### config.mk
export PLATFORM = sky130hd
export DESIGN_NAME = adc_sample_scheduler
export DESIGN_NICKNAME = d
export VERILOG_FILES = /design/src/rtl/adc_sched_pkg.sv /design/src/rtl/rr_arbiter.sv /design/src/rtl/adc_sample_scheduler.sv
export SDC_FILE = /design/constraint.sdc
export NUM_CORES = 1
export LEC_CHECK = 0
export ABC_AREA = 1
export ABC_CLOCK_PERIOD_IN_PS = 2090
export CORE_UTILIZATION = 45
export CTS_CLUSTER_DIAMETER = 60
export DETAILED_ROUTE_END_ITERATION = 8
export GPL_ROUTABILITY_DRIVEN = 0
export PLACE_DENSITY = 0.7
export SYNTH_ARGS = -nofsm -noshare
export SYNTH_HDL_FRONTEND = slang
export SYNTH_SLANG_ARGS = --single-unit
### constraint.sdc
create_clock -name clk -period 2.09 [get_ports clk]
set_input_delay 0.418 -clock clk [delete_from_list [all_inputs] [get_ports clk]]
set_output_delay 0.418 -clock clk [all_outputs]
set_load 0.02 [all_outputs]
### src/rtl/adc_sched_pkg.sv
// -----------------------------------------------------------------------------
// adc_sched_pkg
// Shared definitions for the ADC sample scheduler:
//   - state_t        : scheduler FSM states
//   - ADC_W          : ADC sample width
//   - TIMEOUT_DATA   : sample value returned when a read times out
//   - MISMATCH_THR   : channel-disagreement threshold (MISMATCH_CHECK_EN builds)
//   - abs_diff()     : magnitude of the difference of two unsigned samples
// -----------------------------------------------------------------------------
package adc_sched_pkg;

    typedef enum logic [2:0] {
        IDLE,
        START,
        WAIT,
        DELIVER,
        GAP
    } state_t;

    localparam int               ADC_W        = 12;
    localparam logic [ADC_W-1:0] TIMEOUT_DATA = 12'hFFF;
    localparam logic [ADC_W-1:0] MISMATCH_THR = 12'd64;

    // One extra bit so the signed subtraction of two full-scale samples cannot wrap.
    function automatic logic [ADC_W:0] abs_diff(input logic [ADC_W-1:0] a,
                                                input logic [ADC_W-1:0] b);
        logic signed [ADC_W:0] d;
        logic        [ADC_W:0] m;
        d = $signed({1'b0, a}) - $signed({1'b0, b});
        if (d < 0) begin
            m = -d;
        end else begin
            m = d;
        end
        return m;
    endfunction

endpackage

### src/rtl/rr_arbiter.sv
// -----------------------------------------------------------------------------
// rr_arbiter
// Purely combinational round-robin pick: the winner is the first asserted
// request at or after ptr, wrapping from NUM_REQ-1 back to 0.
// Ports:
//   req   in  [NUM_REQ-1:0]  request levels
//   ptr   in  [1:0]          highest-priority index this round
//   grant out [NUM_REQ-1:0]  one-hot grant (all zero when no request)
//   idx   out [1:0]          index of the granted requester
//   valid out                at least one request is pending
// -----------------------------------------------------------------------------
module rr_arbiter #(
    parameter int NUM_REQ = 2
) (
    input  logic [NUM_REQ-1:0] req,
    input  logic [1:0]         ptr,
    output logic [NUM_REQ-1:0] grant,
    output logic [1:0]         idx,
    output logic               valid
);

    logic [3:0] req_ext;
    logic [2:0] cand;

    always_comb begin
        // Padding to four lanes keeps the variable index in range for any NUM_REQ.
        req_ext = 4'(req);
        cand    = '0;
        idx     = '0;
        valid   = 1'b0;
        for (int k = 0; k < NUM_REQ; k++) begin
            cand = {1'b0, ptr} + 3'(k);
            if (cand >= 3'(NUM_REQ)) begin
                cand = cand - 3'(NUM_REQ);
            end
            if (!valid && req_ext[cand[1:0]]) begin
                valid = 1'b1;
                idx   = cand[1:0];
            end
        end
        grant = valid ? (NUM_REQ'(1) << idx) : '0;
    end

endmodule

### src/rtl/adc_sample_scheduler.sv
// -----------------------------------------------------------------------------
// adc_sample_scheduler
// Shares one serial-ADC read engine between NUM_REQ requesters with
// round-robin arbitration. Each grant pulses adc_start, waits for adc_done
// (bounded by TIMEOUT_CYC), returns the sample tagged with the requester id,
// then idles for gap_cycles before the next arbitration.
//
// Optional feature: define MISMATCH_CHECK_EN to compare the latest samples of
// requesters 0 and 1 and flag a disagreement larger than MISMATCH_THR.
//
// Ports:
//   clk, rst     clock, synchronous active-high reset
//   req          per-requester request level, held until its ack
//   ack          one-hot, 1-cycle, coincident with smp_valid
//   gap_cycles   idle cycles after each conversion (0 = none)
//   adc_start    1-cycle pulse starting a read
//   adc_done     1-cycle pulse, adc_sample valid
//   adc_sample   conversion result
//   smp_valid    1-cycle pulse, smp_data/smp_id valid
//   smp_data     delivered sample (12'hFFF on timeout)
//   smp_id       served requester index
//   err_timeout  sticky read-timeout flag, cleared only by rst
//   mismatch     channel 0/1 disagreement flag (0 when feature disabled)
// -----------------------------------------------------------------------------
module adc_sample_scheduler
    import adc_sched_pkg::*;
#(
    parameter int NUM_REQ     = 2,
    parameter int TIMEOUT_CYC = 64,
    parameter int GAP_W       = 8
) (
    input  logic               clk,
    input  logic               rst,
    input  logic [NUM_REQ-1:0] req,
    output logic [NUM_REQ-1:0] ack,
    input  logic [GAP_W-1:0]   gap_cycles,
    output logic               adc_start,
    input  logic               adc_done,
    input  logic [ADC_W-1:0]   adc_sample,
    output logic               smp_valid,
    output logic [ADC_W-1:0]   smp_data,
    output logic [1:0]         smp_id,
    output logic               err_timeout,
    output logic               mismatch
);

    localparam int TW = $clog2(TIMEOUT_CYC + 1);

    state_t             state_q, state_d;
    logic [1:0]         rr_q, rr_d;
    logic [1:0]         id_q, id_d;
    logic [NUM_REQ-1:0] gnt_q, gnt_d;
    logic [TW-1:0]      tcnt_q, tcnt_d;
    logic [GAP_W-1:0]   gcnt_q, gcnt_d;
    logic [GAP_W-1:0]   gap_len_q, gap_len_d;
    logic               adc_start_q, adc_start_d;
    logic               smp_valid_q, smp_valid_d;
    logic [NUM_REQ-1:0] ack_q, ack_d;
    logic [ADC_W-1:0]   smp_data_q, smp_data_d;
    logic [1:0]         smp_id_q, smp_id_d;
    logic               err_q, err_d;

    logic [NUM_REQ-1:0] arb_grant;
    logic [1:0]         arb_idx;
    logic               arb_valid;
    logic [1:0]         id_next;

    rr_arbiter #(
        .NUM_REQ(NUM_REQ)
    ) u_arb (
        .req  (req),
        .ptr  (rr_q),
        .grant(arb_grant),
        .idx  (arb_idx),
        .valid(arb_valid)
    );

    always_comb begin
        state_d     = state_q;
        rr_d        = rr_q;
        id_d        = id_q;
        gnt_d       = gnt_q;
        tcnt_d      = tcnt_q;
        gcnt_d      = gcnt_q;
        gap_len_d   = gap_len_q;
        adc_start_d = 1'b0;
        smp_valid_d = 1'b0;
        ack_d       = '0;
        smp_data_d  = smp_data_q;
        smp_id_d    = smp_id_q;
        err_d       = err_q;

        id_next = id_q + 2'd1;
        if (id_next == 2'(NUM_REQ)) begin
            id_next = 2'd0;
        end

        case (state_q)
            IDLE: begin
                if (arb_valid) begin
                    id_d        = arb_idx;
                    gnt_d       = arb_grant;
                    tcnt_d      = '0;
                    adc_start_d = 1'b1;
                    state_d     = START;
                end
            end
            START: begin
                // tcnt counts cycles since adc_start; START itself is cycle 0.
                tcnt_d  = tcnt_q + TW'(1);
                state_d = WAIT;
            end
            WAIT: begin
                // adc_done has priority over a timeout in the same cycle.
                if (adc_done) begin
                    smp_data_d  = adc_sample;
                    smp_valid_d = 1'b1;
                    ack_d       = gnt_q;
                    smp_id_d    = id_q;
                    state_d     = DELIVER;
                end else if (tcnt_q == TW'(TIMEOUT_CYC - 1)) begin
                    smp_data_d  = TIMEOUT_DATA;
                    err_d       = 1'b1;
                    smp_valid_d = 1'b1;
                    ack_d       = gnt_q;
                    smp_id_d    = id_q;
                    state_d     = DELIVER;
                end else begin
                    tcnt_d = tcnt_q + TW'(1);
                end
            end
            DELIVER: begin
                rr_d = id_next;
                if (gap_cycles == '0) begin
                    state_d = IDLE;
                end else begin
                    gap_len_d = gap_cycles;
                    gcnt_d    = '0;
                    state_d   = GAP;
                end
            end
            GAP: begin
                if (gcnt_q == gap_len_q - GAP_W'(1)) begin
                    state_d = IDLE;
                end else begin
                    gcnt_d = gcnt_q + GAP_W'(1);
                end
            end
            default: state_d = IDLE;
        endcase
    end

    always_ff @(posedge clk) begin
        if (rst) begin
            state_q     <= IDLE;
            rr_q        <= '0;
            id_q        <= '0;
            gnt_q       <= '0;
            tcnt_q      <= '0;
            gcnt_q      <= '0;
            gap_len_q   <= '0;
            adc_start_q <= 1'b0;
            smp_valid_q <= 1'b0;
            ack_q       <= '0;
            smp_data_q  <= '0;
            smp_id_q    <= '0;
            err_q       <= 1'b0;
        end else begin
            state_q     <= state_d;
            rr_q        <= rr_d;
            id_q        <= id_d;
            gnt_q       <= gnt_d;
            tcnt_q      <= tcnt_d;
            gcnt_q      <= gcnt_d;
            gap_len_q   <= gap_len_d;
            adc_start_q <= adc_start_d;
            smp_valid_q <= smp_valid_d;
            ack_q       <= ack_d;
            smp_data_q  <= smp_data_d;
            smp_id_q    <= smp_id_d;
            err_q       <= err_d;
        end
    end

    assign adc_start   = adc_start_q;
    assign smp_valid   = smp_valid_q;
    assign ack         = ack_q;
    assign smp_data    = smp_data_q;
    assign smp_id      = smp_id_q;
    assign err_timeout = err_q;

`ifdef MISMATCH_CHECK_EN
    logic [ADC_W-1:0] s0_q, s0_d, s1_q, s1_d;
    logic             have0_q, have0_d, have1_q, have1_d;
    logic             mismatch_q, mismatch_d;
    logic             dlv_real;

    always_comb begin
        s0_d       = s0_q;
        s1_d       = s1_q;
        have0_d    = have0_q;
        have1_d    = have1_q;
        mismatch_d = mismatch_q;
        // Only genuine conversions take part; timeout deliveries are skipped.
        dlv_real   = (state_q == WAIT) && adc_done;
        if (dlv_real && (id_q == 2'd0)) begin
            s0_d    = adc_sample;
            have0_d = 1'b1;
        end
        if (dlv_real && (id_q == 2'd1)) begin
            s1_d    = adc_sample;
            have1_d = 1'b1;
        end
        if (dlv_real && (id_q < 2'd2) && have0_d && have1_d) begin
            mismatch_d = abs_diff(s0_d, s1_d) > {1'b0, MISMATCH_THR};
        end
    end

    always_ff @(posedge clk) begin
        if (rst) begin
            s0_q       <= '0;
            s1_q       <= '0;
            have0_q    <= 1'b0;
            have1_q    <= 1'b0;
            mismatch_q <= 1'b0;
        end else begin
            s0_q       <= s0_d;
            s1_q       <= s1_d;
            have0_q    <= have0_d;
            have1_q    <= have1_d;
            mismatch_q <= mismatch_d;
        end
    end

    assign mismatch = mismatch_q;
`else
    assign mismatch = 1'b0;
`endif

endmodule

### Yosys cells after proc, flatten, opt, wreduce, memory -nomap -nowiden

Index checks and enable logic that the tools add are counted.

* word-level logic and storage cells: 92
* RAM bits: 0
* input bits: 25
* memories kept: 0
* output and inout port bits: 20
* latch bits: 0
* register bits after elaboration: 51
* memory bits (read-only): 0

* multiply operators: 0
* magnitude comparators: 4
* reduce and logical (&&, ||, !) cells: 16
* div/mod/pow operators: 0
* equality and inequality tests: 14
* mux-type cells: 33
* bitwise logic cells: 4
* shifts and indexed selects: 1
* $add $sub $neg: 7

Operator list (count)
* $mux W12: 2
* $mux W7: 3
* $pmux W7 S3: 1
* $mux W2: 9
* $mux W8: 2
* $pmux W8 S2: 1
* $mux W3: 5
* $pmux W3 S5: 1
* $ne A2 B2 Y1 const B: 6
* $reduce_and A3 Y1: 3
* $add A8 B1 Y8 const B: 1
* $eq A8 B8 Y1: 1
* $logic_not A8 Y1: 1
* $sub A8 B1 Y8 const B: 1
* $add A7 B1 Y7 const B: 1
* $eq A7 B6 Y1 const B: 1
* $mux W1: 7
* $eq A3 B2 Y1 const B: 2
* $lt A2 B3 Y1 const B: 2
* $reduce_and A2 Y1: 3
* $bmux W1 S2: 2
* $not A1 Y1: 4
* $reduce_and A4 Y1: 1
* $reduce_bool A2 Y1: 2
* other kinds (15): 17

### Depth between registers and ports, before layout

Gate-level depths: netlist of the first run.

* depth in word-level cells: 10
* depth in mapped cells: 16

### Modules after synthesis

Synthesis of the first run repeated with hierarchy kept, for this count alone.

* cells, all modules: 349
* area total of the unflattened synthesis: 2512.4 um^2

Modules (own cells, without submodules)
* adc_sample_scheduler: area an instance 2456.1 um^2, seq. area each 1021.0 um^2, cells each 338, times used 1
* rr_arbiter: area an instance 56.3 um^2, seq. area each 0.0 um^2, cells each 11, times used 1

### Worst setup path after synthesis of the first run

OpenSTA, ideal clock, no wires.

* kind: reg2reg
* start: register gap_len_q[0]
* end: register gcnt_q[7]
* setup time: 133 ps
* data required time: 1957 ps
* stages on the path, launching flop included: 15
* period minus slack after synthesis: 1567 ps
* arrival: 1433 ps
* path buffers: 0
* slack: 523 ps
* cell sequence: dfxtp_1 -> inv_2 -> ha_1 -> inv_1 -> nand2_1 -> nand3b_1 -> nand2_1 -> inv_1 -> nand3_2 -> nor2_4 -> nand2_4 -> nand2_8 -> nand2_4 -> nand2_1 -> a21oi_1

* longest elaborated chain between the ends: 4

RTL lines
* start: declaration: RTL line adc_sample_scheduler.sv:55 `logic [GAP_W-1:0] gap_len_q, gap_len_d;`
* start signal: assignment: RTL line adc_sample_scheduler.sv:175 `gap_len_q <= gap_len_d;`
* $sub A8 B1 Y8: RTL line adc_sample_scheduler.sv:143 `if (gcnt_q == gap_len_q - GAP_W'(1)) begin`
* $eq A8 B8 Y1: RTL line adc_sample_scheduler.sv:143
* $ne A2 B2 Y1 (no line)
* $reduce_and A3 Y1 (no line)
* end signal: assignment: RTL line adc_sample_scheduler.sv:174 `gcnt_q <= gcnt_d;`
* end: declaration: RTL line adc_sample_scheduler.sv:54 `logic [GAP_W-1:0] gcnt_q, gcnt_d;`

Every way passes these cells.
A chain may end at the register's enable or synchronous reset.

### Final worst setup path of the first run

* start: register gap_len_q[0]
* end: register gcnt_q[0]

Same word-level chain as after synthesis.

==> flow_metrics.tcl, run 1 <==
set metrics [dict create \
    run_status "finished, final reports clean" \
    cp_common_cell "nand2_1" \
    clk_root_buffer_cell "clkbuf_8" \
    layout-drive-gt1-share 0.133 \
    drt_pre_antenna_iters 4 \
    grt_max_degree 29 \
    timing.reg2reg.worst_path_depth 15 \
    finish.instance_area_um2 3100 \
    post-cts-setup-buffer-count 0 \
    grt_total_usage 0.198 \
    timing.final.ws_setup_ps 343 \
    ir_drop_mv 0.621 \
    grt-busiest-layer "met2" \
    top_level_ports 45 \
    cp_data_arrival_time_ps 2000 \
    finalMaxSlewViolations 0 \
    totalPowerFinal_mw 2.27 \
    worstPathCellList "inv_2 > ha_1 > inv_1 > nand2_1 > nand3b_1 > nand2_1 > inv_1 > nand3_2 > nor2_4 > nand2_4 > nand2_8 > nand2_4 > nand2_2 > nand2_1 > nor2_2" \
    final_nets 403 \
    via_count 2208 \
    synth-warning-count 0 \
    die_h_um 76.5 \
    synth_top_flop_cell "dfxtp_1" \
    holdWs_ps 463 \
    fillerInstances 491 \
    critical_path.startpoint_type "flop" \
    p_leak_nw 1.23 \
    clk_latency_ps 300 \
    drt-vias-per-instance 4.95 \
    worstHoldStart "id_q[1]$_SDFFE_PP0P_" \
    clk_transition_reported_paths_ps 90 \
    ctsHoldBuffers 0 \
    grt_util_met2 0.342 \
    fin_crit_sh 0.836 \
    initial_antenna_violation_count 0 \
    fin_setup_tns_ps 0 \
    max_freq_ghz 0.573 \
    report.final.setup_viol 0 \
    worst-path-buf-inv 3 \
    gr-total-overflow 0 \
    critPathKind "reg2reg" \
    post_synth.cell_area_avg_um2 7.54 \
    n_antenna_cell 0 \
    synth-seq-area-share 0.409 \
    met1_use_gr 0.243 \
    cts_tree "yes" \
    proportion_of_synthesized_flip_flops_having_asynchronous_set_or_reset 0 \
    synth_seq_cells 51 \
    placed_area_um2 3010 \
    whs_endpoint "id_q[1]$_SDFFE_PP0P_" \
    htree_levels 2 \
    tmin_final_ps 1750 \
    rsz0062_at_grt "false" \
    die-area_um2 5850 \
    critical_path.max_fanout 10 \
    synth_cell_types 35 \
    clock_skew_ps 3.05 \
    worst_r2r_endpoint "gcnt_q[0]$_SDFFE_PP0P_" \
    multi_input_area_um2 1260 \
    detailedPlace.worstSlack_ps 135 \
    r2r_slack_ps 340 \
    cap_violations 0 \
    core-area_um2 5240 \
    grtUsageMet3 0.0431 \
    hp-class "reg2reg" \
    reg2reg_from "gap_len_q[0]$_SDFFE_PP0P_" \
    grt_pass1_vias 2163 \
    synth_area_um2 2490 \
    cpMaxStageDelayCell "dfxtp_1" \
    worst_setup_end_kind "flop" \
    mostFrequentLayoutCell "nand2_1" \
    std_cell_rows 26 \
    avgRoutedWirePerCell_um 11.5 \
    area_of_all_sequential_standard_cells_um2 1020 \
    postSynthNetCount 359 \
    die-width_um 76.5 \
    detailedPlacementHpwl_um 3820 \
    grt_first_pass_wirelength_um 9500 \
    layout_common_cells "nand2_1, dfxtp_1, clkdlybuf4s50_1" \
    critical_path.startpoint "gap_len_q[0]$_SDFFE_PP0P_" \
    worstPathRequired_ps 2340 \
    cpLargestDelayFamily "simple AND/OR/NAND/NOR gates" \
    syn-instance-count 331 \
    ctsLongestPathBuffers 2 \
    start_util 0.476 \
    cts_num_sinks 51 \
    wl_um 5150 \
    cts-buffers-inserted 5 \
    cpPeakStageDelay_ps 380 \
    detail_route.iter0.violations 87 \
    worst_hold_path.num_cells 2 \
    synth_edf_count 0 \
    route.antenna.remaining_nets 0 \
    syn2layout_area_growth_pct 24.4 \
    drt_drc_violations_left 0 \
    io_buffers 43 \
    post_cts.resized_instances 0 \
    report.final.hold_viol_count 0 \
    cellPowerDensity_nw_per_um2 731 \
]
==> cell usage after synthesis (4+ instances only) <==
library cell	instances	area share
nor3_2	4	0.016
nand3_1	21	0.042
nor3_1	4	0.0080
xor2_1	6	0.021
buf_2	5	0.010
nand2_4	4	0.018
a21oi_1	30	0.060
nor2_1	29	0.044
nand2_1	63	0.095
o21ai_0	18	0.036
nand2_2	5	0.013
xnor2_1	6	0.021
inv_2	10	0.015
inv_1	32	0.048
clkbuf_1	4	0.0060
nor2_4	4	0.018
o221ai_1	6	0.021
dfxtp_1	51	0.41
==> kinds of logic (layout without fill, tap and decap cells) <==
family | count (synthesis) | in the layout | share of synthesized area
buffers and inverters | 53 | 98 | 0.0838
DFF | 51 | 51 | 0.409
xor gates and xnor gates | 12 | 12 | 0.0421
adders and majority gates | 3 | 3 | 0.0150
other | 1 | 1 | 0.00150
and+or+nand+nor | 148 | 148 | 0.303
AOI/OAI and AO/OA | 63 | 63 | 0.145
==> how the worst max path moves through the flow <==
| stage | slack, ps | endpoint | depth (start not counted) |
|---|---|---|---|
| detailed placement | 140 | gnt_q[0]$_SDFFE_PP0P_ | 10 |
| CTS | 300 | smp_data[11]$_SDFFE_PP0P_ | 9 |
| global placement | 150 | gnt_q[0]$_SDFFE_PP0P_ | 10 |
| floorplan | 520 | gcnt_q[7]$_SDFFE_PP0P_ | 14 |
| global route | 110 | gnt_q[0]$_SDFFE_PP0P_ | 12 |
| finish | 340 | gcnt_q[0]$_SDFFE_PP0P_ | 15 |
==> area by class of cell <==
cell class                 instances  share of cell area
multi-input combinational        227               0.408
sequential                        51               0.329
timing repair buffer              48               0.155
clock buffer                       5              0.0222
clock inverter                     3             0.00605
inverter                          42              0.0520
tap                               70              0.0282
==> stage by stage <==
stage / util / instances
4_1_cts: 0.592 / 446
2_1_floorplan: - / 331
3_5_place_dp: 0.575 / 438
5_1_grt: 0.592 / 446
3_3_place_gp: 0.575 / 438
6_report: 0.592 / 446
==> layer usage <==
metal / vias up / share of wire
li1: 1161 / -
met1: 986 / 0.47
met2: 55 / 0.47
met3: 6 / 0.046
met4: 0 / 0.013
met5: - / 0
==> worst reg2reg max path, delay by kind of cell, from the launching register on <==
kind	cells	cell delay [ps]
adder cells (fa/ha/maj)	1	250
buffers and inverters	3	210
flip-flops	1	380
AND/OR/NAND/NOR	11	860
==> where the power goes <==
part           switching [mW]  leakage [nW]  internal (mW)
clock                   0.334        0.0483          0.236
combinational           0.356         0.764          0.243
sequential             0.0539         0.414           1.04
==> flip-flops by register name, indices dropped and copies added, names as in the netlist <==
signal       count
ack              2
adc_start        1
err_timeout      1
gap_len_q        8
gcnt_q           8
gnt_q            2
id_q             2
rr_q             2
smp_data        12
smp_id           2
smp_valid        1
state_q          3
tcnt_q           7
(Power assumes the default switching activity.)
==> inputs of run 2 (changes only) <==
ABC_CLOCK_PERIOD_IN_PS = 1700   (was 2090)
clock period = 1.7 ns   (was 2.09 ns; I/O delays follow)
==> run 2 against run 1 <==
Count of clock-buffer cells in the layout increased by 1. Combinational power increased by 41%. Sequential share of layout area decreased by 2.3 points. Hold slack improved by 2.4 ps. Core utilization increased by 5.0 points. Clock power increased by 54%. Clock skew increased by 1.5 ps. Global-route usage increased by 0.94 points. Total power increased by 36%. Die area unchanged. Via count increased by 4.0%. Setup slack got worse by 250 ps. Critical endpoint is now smp_data[0]. Largest cell class unchanged. Largest power group unchanged. Highest routed layer unchanged.
==> flow_metrics.tcl, run 2 (same netlist as run 1, synthesis figures left out) <==
set metrics [dict create \
    p_leak_nw 1.36 \
    fillerInstances 484 \
    largest_reg_flops 12 \
    drt_drc_violations_left 0 \
    drt-vias-per-instance 4.94 \
    report.final.setup_viol 0 \
    avgRoutedWirePerCell_um 12.1 \
    drt_pre_antenna_iters 4 \
    clk_transition_reported_paths_ps 90 \
    critical_path.max_fanout 2 \
    clk_root_buffer_cell "clkbuf_8" \
    cts-buffers-inserted 5 \
    detailedPlacementHpwl_um 4080 \
    detail_route.iter0.violations 127 \
    grt_first_pass_wirelength_um 9880 \
    ctsLongestPathBuffers 2 \
    ctsHoldBuffers 0 \
    finalMaxSlewViolations 0 \
    gr-total-overflow 0 \
    syn2layout_area_growth_pct 34.9 \
    cts_num_sinks 51 \
    fin_crit_sh 0.944 \
    grt_pass1_vias 2222 \
    cpMaxStageDelayCell "clkdlybuf4s50_1" \
    std_cell_rows 26 \
    cap_violations 0 \
    start_util 0.476 \
    cpPeakStageDelay_ps 620 \
    route.antenna.remaining_nets 0 \
    initial_antenna_violation_count 0 \
    timing.final.ws_setup_ps 94.4 \
    cp_data_arrival_time_ps 1270 \
    htree_levels 2 \
    run_status "finished, final reports clean" \
    cts_tree "yes" \
    grt_max_degree 29 \
    area_of_all_sequential_standard_cells_um2 1030 \
    tmin_final_ps 1610 \
    critical_path.startpoint_type "flop" \
    via_count 2296 \
    layout_common_cells "nand2_1, dfxtp_1, clkdlybuf4s50_1" \
    die-area_um2 5850 \
    ir_drop_mv 0.577 \
    max_freq_ghz 0.623 \
    hp-class "reg2reg" \
    layout-drive-gt1-share 0.218 \
    grt_total_usage 0.207 \
    worst_setup_end_kind "output port" \
    io_buffers 43 \
    critPathKind "reg2out" \
    detailedPlace.worstSlack_ps -156 \
    mostFrequentLayoutCell "nand2_1" \
    final_nets 422 \
    die-width_um 76.5 \
    fin_setup_tns_ps 0 \
    die_h_um 76.5 \
    worstPathCellList "clkdlybuf4s50_1" \
    clk_latency_ps 300 \
    clock_skew_ps 4.58 \
    worst-path-buf-inv 1 \
    rsz0062_at_grt "true" \
    multi_input_area_um2 1340 \
    core-area_um2 5240 \
    n_antenna_cell 0 \
    report.final.hold_viol_count 0 \
    top_level_ports 45 \
    cellPowerDensity_nw_per_um2 917 \
    wl_um 5640 \
    cpLargestDelayFamily "buffers and inverters" \
    worstPathRequired_ps 1360 \
]
==> run 2: metrics by stage <==
step | power, mW | instances | hold WS (ps) | cell area, um^2 | utilization
after floorplan | 1.88 | 331 | 432 | 2490 | -
after global placement | 2.14 | 452 | 453 | 3130 | 0.597
after detailed placement | 2.16 | 452 | 457 | 3130 | 0.597
after CTS | 3.03 | 460 | 468 | 3250 | 0.620
after global routing | 3.27 | 465 | 490 | 3360 | 0.642
final | 3.09 | 465 | 466 | 3360 | 0.642
==> run 2: layout make-up <==
type	instances	share of cell area
clock buffer	6	0.0245
clock inverter	2	0.0104
multi-input combinational	228	0.399
inverter	42	0.0469
tap	70	0.0260
sequential	51	0.306
timing repair buffer	66	0.187
==> run 2: metal layers <==
layer	up-vias	part of all wire	global-route usage
met5	-	0	0
met4	0	0.012	0.0673
met1	1038	0.45	0.251
met2	59	0.49	0.366
met3	6	0.048	0.0419
li1	1193	-	-
==> run 2: repair_timing <==
action,4_1_cts,5_1_grt
buffers inserted,0,4
endpoints found under the setup margin,1,15
gates resized for setup,1,23
pin swaps,0,6
cloned,0,1
==> run 2: power breakdown <==
| part | internal [mW] | leakage (nW) | switching (mW) | total (mW) |
|---|---|---|---|---|
| Clock | 0.477 | 0.0612 | 0.402 | 0.879 |
| Combinational | 0.366 | 0.886 | 0.478 | 0.844 |
| Sequential | 1.29 | 0.417 | 0.0717 | 1.36 |
| Total | 2.13 | 1.36 | 0.952 | 3.09 |
==> run 2: path summary, 6_finish.rpt <==
path                                   from                         to  slack (ps)  depth (start not counted)
hold / removal    smp_data[11]$_SDFFE_PP0P_  smp_data[11]$_SDFFE_PP0P_         470                          2
setup reg to reg  gap_len_q[1]$_SDFFE_PP0P_     gcnt_q[5]$_SDFFE_PP0P_         120                         13
hold reg to reg   smp_data[11]$_SDFFE_PP0P_  smp_data[11]$_SDFFE_PP0P_         470                          2
setup / recovery   smp_data[0]$_SDFFE_PP0P_                smp_data[0]          90                          1
